===== config.mk =====
export PLATFORM = sky130hd
export DESIGN_NAME = invader_field
export DESIGN_NICKNAME = d
export VERILOG_FILES = /design/src/rtl/invader_pkg.sv /design/src/rtl/invader_rom.sv /design/src/rtl/invader_field.sv
export SDC_FILE = /design/constraint.sdc
export NUM_CORES = 1
export LEC_CHECK = 0
export CAP_MARGIN = 5
export CELL_PAD_IN_SITES_DETAIL_PLACEMENT = 1
export CELL_PAD_IN_SITES_GLOBAL_PLACEMENT = 1
export CORE_MARGIN = 2
export CORE_UTILIZATION = 45
export CTS_CLUSTER_SIZE = 30
export DETAILED_ROUTE_END_ITERATION = 12
export PLACE_DENSITY = 0.81
export SLEW_MARGIN = 15
export SYNTH_ARGS = -nofsm -noshare
export SYNTH_HDL_FRONTEND = slang
export SYNTH_SLANG_ARGS = --single-unit

===== constraint.sdc =====
create_clock -name i_clk -period 8.02 [get_ports i_clk]
set_clock_uncertainty 0.05 [all_clocks]
set_input_delay 2.406 -clock i_clk [delete_from_list [all_inputs] [get_ports i_clk]]
set_output_delay 2.406 -clock i_clk [all_outputs]
set_load 0.02 [all_outputs]

===== src/rtl/invader_pkg.sv =====
// invader_pkg: shared constants and types for the invader field renderer.
//   - Grid geometry, march limits and frame timing constants.
//   - March FSM state enum and row-class enum with class colours.
//   - 12x6 sprite bitmaps: 3 row classes x 2 animation frames.
//     Bit 11 of each row word is the leftmost sprite pixel (sx = 0).
package invader_pkg;

    localparam int unsigned ROWS            = 5;
    localparam int unsigned COLS            = 11;
    localparam int unsigned PITCH_X         = 64;
    localparam int unsigned PITCH_Y         = 32;
    localparam int unsigned INV_W           = 48;
    localparam int unsigned INV_H           = 24;
    localparam int unsigned X0              = 32;
    localparam int unsigned Y0              = 64;
    localparam int unsigned STEP_X          = 8;
    localparam int unsigned STEP_Y          = 16;
    localparam int unsigned X_MIN           = 32;
    localparam int unsigned X_MAX           = 992;
    localparam int unsigned BOTTOM_Y        = 640;
    localparam int unsigned VD              = 768;
    localparam int unsigned FRAMES_PER_STEP = 30;

    // Dead columns never shrink the field; the grid always marches as a full block.
    localparam int unsigned FIELD_W = (COLS - 1) * PITCH_X + INV_W;
    localparam int unsigned FIELD_H = (ROWS - 1) * PITCH_Y + INV_H;
    localparam int unsigned NUM_INV = ROWS * COLS;
    localparam int unsigned PX_SH   = $clog2(PITCH_X);
    localparam int unsigned PY_SH   = $clog2(PITCH_Y);

    typedef enum logic [1:0] {StMarchR, StMarchL, StDropToL, StDropToR} march_state_e;

    typedef enum logic [1:0] {ClassA, ClassB, ClassC} row_class_e;

    localparam logic [11:0] COLOR_A = 12'hF0F;
    localparam logic [11:0] COLOR_B = 12'h0FF;
    localparam logic [11:0] COLOR_C = 12'h0F0;

    // [class][anim][sy] -> 12-pixel row, bit 11 = leftmost pixel.
    localparam logic [11:0] SPRITE [3][2][6] = '{
        '{  // class A
            '{12'b100001100001, 12'b011111111110, 12'b110110011011,
              12'b111111111111, 12'b001001100100, 12'b010000000010},
            '{12'b100001100001, 12'b011111111110, 12'b110110011011,
              12'b111111111111, 12'b010010010010, 12'b100000000001}
        },
        '{  // class B
            '{12'b001000000100, 12'b000100001000, 12'b001111111100,
              12'b011011110110, 12'b111111111111, 12'b101000000101},
            '{12'b001000000100, 12'b100100001001, 12'b101111111101,
              12'b111011110111, 12'b011111111110, 12'b001000000100}
        },
        '{  // class C
            '{12'b000011110000, 12'b011111111110, 12'b111001100111,
              12'b111111111111, 12'b001100001100, 12'b011000000110},
            '{12'b000011110000, 12'b011111111110, 12'b111001100111,
              12'b111111111111, 12'b000110011000, 12'b110000000011}
        }
    };

    function automatic row_class_e row_class(input logic [5:0] row);
        if (row == 6'd0) begin
            return ClassA;
        end else if (row < 6'd3) begin
            return ClassB;
        end
        return ClassC;
    endfunction

    function automatic logic [11:0] class_color(input logic [1:0] cls);
        case (cls)
            2'(ClassA): return COLOR_A;
            2'(ClassB): return COLOR_B;
            default:    return COLOR_C;
        endcase
    endfunction

endpackage


===== src/rtl/invader_rom.sv =====
// invader_rom: combinational sprite bitmap lookup.
// Ports:
//   i_class  row class (0=A, 1=B, 2=C)
//   i_anim   animation frame
//   i_sy     sprite row 0..5
//   i_sx     sprite column 0..11 (0 = leftmost)
//   o_bit    sprite pixel; 0 for out-of-range coordinates
module invader_rom
    import invader_pkg::*;
(
    input  logic [1:0] i_class,
    input  logic       i_anim,
    input  logic [2:0] i_sy,
    input  logic [3:0] i_sx,
    output logic       o_bit
);

    always_comb begin
        o_bit = 1'b0;
        if (i_class <= 2'd2 && i_sy <= 3'd5 && i_sx <= 4'd11) begin
            o_bit = SPRITE[i_class][i_anim][i_sy][4'd11 - i_sx];
        end
    end

endmodule


===== src/rtl/invader_field.sv =====
// invader_field: renders the 5x11 marching invader grid and tracks hits.
// Sits right after the VGA sync generator and consumes its pixel coordinates.
// Ports:
//   i_clk, i_reset        clock; synchronous active-high reset
//   i_pixel_x, i_pixel_y  current pixel coordinate
//   i_video_on            visible-area flag
//   i_missile_on          player missile covers the current pixel
//   o_invader_on, o_rgb   registered invader pixel and colour (latency 1)
//   o_hit_pulse           one-cycle pulse on the first missile overlap of a frame
//   o_alive_count         invaders remaining; o_all_dead when zero
//   o_reached_bottom      sticky: grid bottom reached BOTTOM_Y
// Build option: define INVADER_SPEEDUP_EN to shorten the step period as invaders die.
module invader_field
    import invader_pkg::*;
(
    input  logic        i_clk,
    input  logic        i_reset,
    input  logic [10:0] i_pixel_x,
    input  logic [10:0] i_pixel_y,
    input  logic        i_video_on,
    input  logic        i_missile_on,
    output logic        o_invader_on,
    output logic [11:0] o_rgb,
    output logic        o_hit_pulse,
    output logic [5:0]  o_alive_count,
    output logic        o_all_dead,
    output logic        o_reached_bottom
);

    march_state_e         r_state, w_state_nxt;
    logic [10:0]          r_base_x, w_base_x_nxt;
    logic [10:0]          r_base_y, w_base_y_nxt;
    logic                 r_anim, w_anim_nxt;
    logic [4:0]           r_frame_cnt;
    logic                 r_vd_prev;
    logic [NUM_INV-1:0]   r_alive;
    logic [5:0]           r_alive_count;
    logic                 r_pending;
    logic [5:0]           r_pend_idx;
    logic                 r_hit_taken;
    logic                 r_reached_bottom;
    logic                 r_invader_on;
    logic [11:0]          r_rgb;
    logic                 r_hit_pulse;

    // Frame tick: pixel_y sits on VD for more than one clock, so detect the edge.
    logic w_at_vd, w_frame_tick, w_step, w_frozen, w_bottom;
    logic [4:0] w_period;

    assign w_at_vd      = (i_pixel_y == 11'(VD));
    assign w_frame_tick = w_at_vd & ~r_vd_prev;

`ifdef INVADER_SPEEDUP_EN
    logic [1:0] w_shift;
    logic [4:0] w_shifted;
    always_comb begin
        if (r_alive_count >= 6'd28) begin
            w_shift = 2'd0;
        end else if (r_alive_count >= 6'd14) begin
            w_shift = 2'd1;
        end else if (r_alive_count >= 6'd4) begin
            w_shift = 2'd2;
        end else begin
            w_shift = 2'd3;
        end
    end
    assign w_shifted = 5'(FRAMES_PER_STEP) >> w_shift;
    assign w_period  = (w_shifted == 5'd0) ? 5'd1 : w_shifted;
`else
    assign w_period = 5'(FRAMES_PER_STEP);
`endif

    // >= rather than == so a period that shrinks below the count still wraps.
    assign w_step   = w_frame_tick && (r_frame_cnt >= w_period - 5'd1);
    assign w_frozen = o_all_dead | r_reached_bottom;
    assign w_bottom = ({1'b0, r_base_y} + 12'(FIELD_H)) >= 12'(BOTTOM_Y);

    // Render path: 12-bit two's complement offsets, bit 11 set means left/above the grid.
    logic [11:0] w_rel_x, w_rel_y;
    logic [4:0]  w_col;
    logic [5:0]  w_row, w_idx;
    logic [5:0]  w_off_x;
    logic [4:0]  w_off_y;
    logic [1:0]  w_class;
    logic        w_valid, w_bit, w_hit_comb, w_hit_new;

    assign w_rel_x = {1'b0, i_pixel_x} - {1'b0, r_base_x};
    assign w_rel_y = {1'b0, i_pixel_y} - {1'b0, r_base_y};
    assign w_col   = 5'(w_rel_x[10:0] >> PX_SH);
    assign w_row   = 6'(w_rel_y[10:0] >> PY_SH);
    assign w_off_x = w_rel_x[PX_SH-1:0];
    assign w_off_y = w_rel_y[PY_SH-1:0];
    assign w_valid = !w_rel_x[11] && !w_rel_y[11] && (w_col < 5'(COLS)) && (w_row < 6'(ROWS))
                     && (w_off_x < 6'(INV_W)) && (w_off_y < 5'(INV_H));
    assign w_idx   = w_row * 6'(COLS) + 6'(w_col);
    assign w_class = row_class(w_row);

    invader_rom u_rom (
        .i_class (w_class),
        .i_anim  (r_anim),
        .i_sy    (w_off_y[4:2]),
        .i_sx    (w_off_x[5:2]),
        .o_bit   (w_bit)
    );

    assign w_hit_comb = i_video_on & w_valid & r_alive[w_idx] & w_bit;
    assign w_hit_new  = w_hit_comb & i_missile_on & ~r_hit_taken;

    // March FSM next state.
    always_comb begin
        w_state_nxt  = r_state;
        w_base_x_nxt = r_base_x;
        w_base_y_nxt = r_base_y;
        w_anim_nxt   = r_anim;
        if (w_step && !w_frozen) begin
            w_anim_nxt = ~r_anim;
            unique case (r_state)
                StMarchR: begin
                    if (({1'b0, r_base_x} + 12'(FIELD_W + STEP_X)) > 12'(X_MAX)) begin
                        w_state_nxt = StDropToL;
                    end else begin
                        w_base_x_nxt = r_base_x + 11'(STEP_X);
                    end
                end
                StMarchL: begin
                    if (r_base_x < 11'(X_MIN + STEP_X)) begin
                        w_state_nxt = StDropToR;
                    end else begin
                        w_base_x_nxt = r_base_x - 11'(STEP_X);
                    end
                end
                StDropToL: begin
                    w_base_y_nxt = r_base_y + 11'(STEP_Y);
                    w_state_nxt  = StMarchL;
                end
                StDropToR: begin
                    w_base_y_nxt = r_base_y + 11'(STEP_Y);
                    w_state_nxt  = StMarchR;
                end
            endcase
        end
    end

    always_ff @(posedge i_clk) begin
        if (i_reset) begin
            r_state  <= StMarchR;
            r_base_x <= 11'(X0);
            r_base_y <= 11'(Y0);
            r_anim   <= 1'b0;
        end else begin
            r_state  <= w_state_nxt;
            r_base_x <= w_base_x_nxt;
            r_base_y <= w_base_y_nxt;
            r_anim   <= w_anim_nxt;
        end
    end

    always_ff @(posedge i_clk) begin
        if (i_reset) begin
            r_frame_cnt      <= 5'd0;
            r_vd_prev        <= 1'b0;
            r_alive          <= '1;
            r_alive_count    <= 6'(NUM_INV);
            r_pending        <= 1'b0;
            r_pend_idx       <= 6'd0;
            r_hit_taken      <= 1'b0;
            r_reached_bottom <= 1'b0;
            r_invader_on     <= 1'b0;
            r_rgb            <= 12'h000;
            r_hit_pulse      <= 1'b0;
        end else begin
            r_vd_prev        <= w_at_vd;
            r_invader_on     <= w_hit_comb;
            r_rgb            <= w_hit_comb ? class_color(w_class) : 12'h000;
            r_hit_pulse      <= w_hit_new;
            r_reached_bottom <= r_reached_bottom | w_bottom;
            if (w_frame_tick) begin
                r_frame_cnt <= w_step ? 5'd0 : r_frame_cnt + 5'd1;
                r_hit_taken <= 1'b0;
                if (r_pending) begin
                    r_alive[r_pend_idx] <= 1'b0;
                    r_pending           <= 1'b0;
                    if (r_alive_count != 6'd0) begin
                        r_alive_count <= r_alive_count - 6'd1;
                    end
                end
            end
            // Only the first overlap of a frame is latched for the next kill.
            if (w_hit_new) begin
                r_hit_taken <= 1'b1;
                r_pending   <= 1'b1;
                r_pend_idx  <= w_idx;
            end
        end
    end

    assign o_invader_on     = r_invader_on;
    assign o_rgb            = r_rgb;
    assign o_hit_pulse      = r_hit_pulse;
    assign o_alive_count    = r_alive_count;
    assign o_all_dead       = (r_alive_count == 6'd0);
    assign o_reached_bottom = r_reached_bottom;

endmodule

==> reports/summary.txt <==
Status: finished, final reports clean
Reg2reg setup slack: 2.41 ns
Final hold vios: 0
Tcrit/Tclk final: 0.964
Final net count: 840
CTS Buf Count: 9
Post-Layout Cell Count: 949
Crit path max-delay cell type: fa_1
Largest family of logic cells by synthesized area: simple AND/OR/NAND/NOR gates
Layout cells sized above 1: 0.0897
Synth Register Bits: 98
Main synth FF type: dfxtp_1
Crit end category: flip-flop
Drt pass-1 iters: 4
Post-synth EDFFs: 0
Power density cells: 181 mW/mm^2
Cell count of the worst reg-to-reg path: 21
Min Hold Slack: 0.399 ns
Final min period: 7.73 ns
WHS Endpoint: r_alive[48]
Initial antenna violation count: 0
Vias: 5494
Largest net degree at the start of global routing: 64
Total chip power: 1.31 mW
DRC viols: 0
Dpl hpwl: 13.1 mm
HP Class: reg2reg
Final setup vio count: 0
Detail Route Antenna Nets: 0
Max_cap viols: 0
# clock sinks: 98
CP Data Required Time: 8.18 ns
Seq/Total Area, Yosys: 0.312
PortBufs: 45
Ports: 48
Avg Cell Area, Syn: 8.57 sq um
Post-synth net total: 809
Post-synthesis mux area share: 0.0765
DP Area: 0.00686 sq mm
Pre-CTS worst setup slack: -0.125 ns
CTS HTree Levels: 3
Fillers: 1641
Fraction of the mapped netlist area in compound gates: 0.176
Crit path largest cell delay: 0.53 ns
Max Fclk: 129 MHz
Post-synth top area share: 0.312
DR iter-0 viols: 282
DP Cell Count: 932
Yosys cell types: 70
Final Util: 0.525
CP Class: in2reg
Post-Synth Simple-Gate Area: 0.210
GPL Wtd Cong: 0.849
Post-synthesis xor/xnor area fraction: 0.0524
Setup TNS: 0 ns
Post-Layout Inst Area: 0.00723 sq mm
Vias per inst: 5.79
Die X: 122 um
Worst Path Max Fanout: 4
Slew Limit Fails: 0
Reg2reg start: r_base_y[4]
Initial core utilization: 0.456
Hold Startpoint: r_alive[48]
Clock root buffer master: clkbuf_16
Vias in the first global route: 5880
Chip height: 122 um
Slack of the critical path: 0.287 ns
Top post-synthesis cells by area: dfxtp_1 31%, ha_1 8.4%, nand2_1 6.2%
Pleak: 2.82 nW
Final wirelength: 18.0 mm
Synth warn: 0
Most frequent CP cell: inv_1
Reg-to-Reg End: r_pend_idx[0]
Area growth, synth to finish: 15.1%
Clock Pin Slew Worst Setup and Hold Paths: 0.07 ns
Slew margin rel.: 0.217
Async SR Flop Fraction: 0
Worst-Margin Slew: 1.17 ns
Post-CTS Hold Fix Bufs: 0
VDD IR max: 119 uV
Core Footprint: 0.0138 sq mm
Diode count: 0
Synth Instances: 733
Worst skew pair latency: 0.36 ns
Global-route wire length before repair: 29.7 mm
CP cell instances: clkdlybuf4s50_1 -> inv_1 -> ha_1 -> inv_1 -> fa_1 -> a21oi_1 -> nand2b_1 -> a21oi_2 -> ha_1 -> inv_1 -> fa_1 -> inv_1 -> fa_1 -> ha_1 -> a21oi_1 -> xnor3_1 -> xnor2_2 -> xnor2_2 -> mux2i_1 -> nand4_1 -> buf_4 -> o31ai_1 -> a21oi_1
Clk buf depth: 2
Site Rows: 43
Worst path arrival time: 7.90 ns
WL/cell: 19.0 um
Synth Area in Adders: 0.109
Startpoint Class: primary input
GRT Total Usage: 0.255
Die area: 0.0149 sq mm
Yosys top cell by area: dfxtp_1
Hold Crit Depth: 2
Mapped Area: 0.00628 sq mm
CTS tree: done
Gr ovfl total: 0
[cell usage after synthesis (4+ instances only)]
| library cell | instances |
|---|---|
| nor2_1 | 53 |
| mux4_2 | 16 |
| a21oi_1 | 34 |
| nand2b_1 | 13 |
| nand2_1 | 104 |
| ha_1 | 42 |
| nor3b_1 | 7 |
| a21o_1 | 35 |
| clkbuf_1 | 24 |
| nand4_1 | 15 |
| mux2i_1 | 12 |
| o21a_1 | 6 |
| xnor2_1 | 24 |
| o31ai_1 | 9 |
| a211oi_1 | 6 |
| and3_1 | 11 |
| o2111ai_1 | 4 |
| xor2_1 | 11 |
| o21ai_0 | 26 |
| dfxtp_1 | 98 |
| fa_1 | 8 |
| o21bai_1 | 5 |
| o211ai_1 | 4 |
| buf_4 | 9 |
| inv_1 | 53 |
| nand3_1 | 14 |
| nor3_1 | 13 |
| nor2b_1 | 7 |
| nand3b_1 | 4 |
| buf_1 | 5 |
[final cells by class]
type / instances / area, sq um / area share
multi-input combinational: 540 / 3960 / 0.548
tap: 180 / 225 / 0.0312
sequential: 98 / 1960 / 0.271
inverter: 55 / 206 / 0.0286
clock inverter: 6 / 78.8 / 0.0109
timing repair buffer: 60 / 558 / 0.0772
clock buffer: 10 / 239 / 0.0331
[logic make-up (layout without fill, tap and decap cells)]
kind of cell / Yosys count / after routing
AOI/OAI and AO/OA: 159 / 159
xor gates and xnor gates: 36 / 36
adders and majority gates: 50 / 50
buffers and inverters: 95 / 131
DFF: 98 / 98
muxes: 28 / 28
and+or+nand+nor: 267 / 267
[worst max-delay path by stage]
stage / start / to / slack [ns] / cells after the start
6_report: i_pixel_y[4] / r_pend_idx[0] / 0.29 / 23
5_1_grt: i_pixel_y[4] / r_pend_idx[0] / -0.02 / 23
4_1_cts: i_pixel_y[4] / r_pend_idx[3] / 0.22 / 23
3_5_place_dp: i_pixel_y[4] / r_pend_idx[3] / -0.12 / 23
3_3_place_gp: i_pixel_y[4] / r_pend_idx[3] / 0.06 / 22
2_1_floorplan: i_pixel_y[6] / r_pend_idx[3] / 0.46 / 20
[what timing repair did]
| action | in CTS | in global routing |
|---|---|---|
| endpoints found under the setup margin | 0 | 9 |
| buffers inserted | 0 | 1 |
| gates resized for setup | 0 | 6 |
[report_power, final]
part	switching [mW]	internal (mW)	total, mW
clock	0.205	0.258	0.463
combinational	0.184	0.172	0.356
sequential	0.000171	0.486	0.486
total	0.390	0.916	1.31
[worst max-delay path, delay by kind of cell]
kind                     cells  cell delay [ns]
AND/OR/NAND/NOR              2             0.41
AO/OA/AOI/OAI                5             0.83
buffers and inverters        6             0.92
adder cells (fa/ha/maj)      6             2.27
multiplexers                 1             0.29
XOR/XNOR                     3             0.79
[state kept, by name, indices dropped and copies added, names as in the netlist]
name / flops
r_alive: 55
r_base_x: 8
r_base_y: 7
o_alive_count: 6
r_pend_idx: 6
r_frame_cnt: 5
o_rgb: 3
r_state: 2
o_hit_pulse: 1
o_invader_on: 1
o_reached_bottom: 1
r_anim: 1
r_hit_taken: 1
r_vd_prev: 1
[cells in the final DEF, fill, tap and decap left out, types with 12 or more instances in the layout]
cell type	Yosys	final
a21o_1	35	35
o21ai_0	26	26
nand2b_1	13	13
mux2i_1	12	12
inv_1	53	53
nor3_1	13	13
clkdlybuf4s50_1	0	44
buf_4	9	15
xnor2_1	24	22
nand3_1	14	14
dfxtp_1	98	98
mux4_2	16	16
nor2_1	53	53
a21oi_1	34	33
nand2_1	104	104
nand4_1	15	15
ha_1	42	41
[per-layer routing]
layer  global-route usage  up-vias  wire length [um]
met3               0.0389       22               549
met4               0.0826        0               332
met5                    0        -                 0
li1                     -     2639                 -
met2                0.470       98              9400
met1                0.300     2735              7730
(Power assumes the default switching activity.)
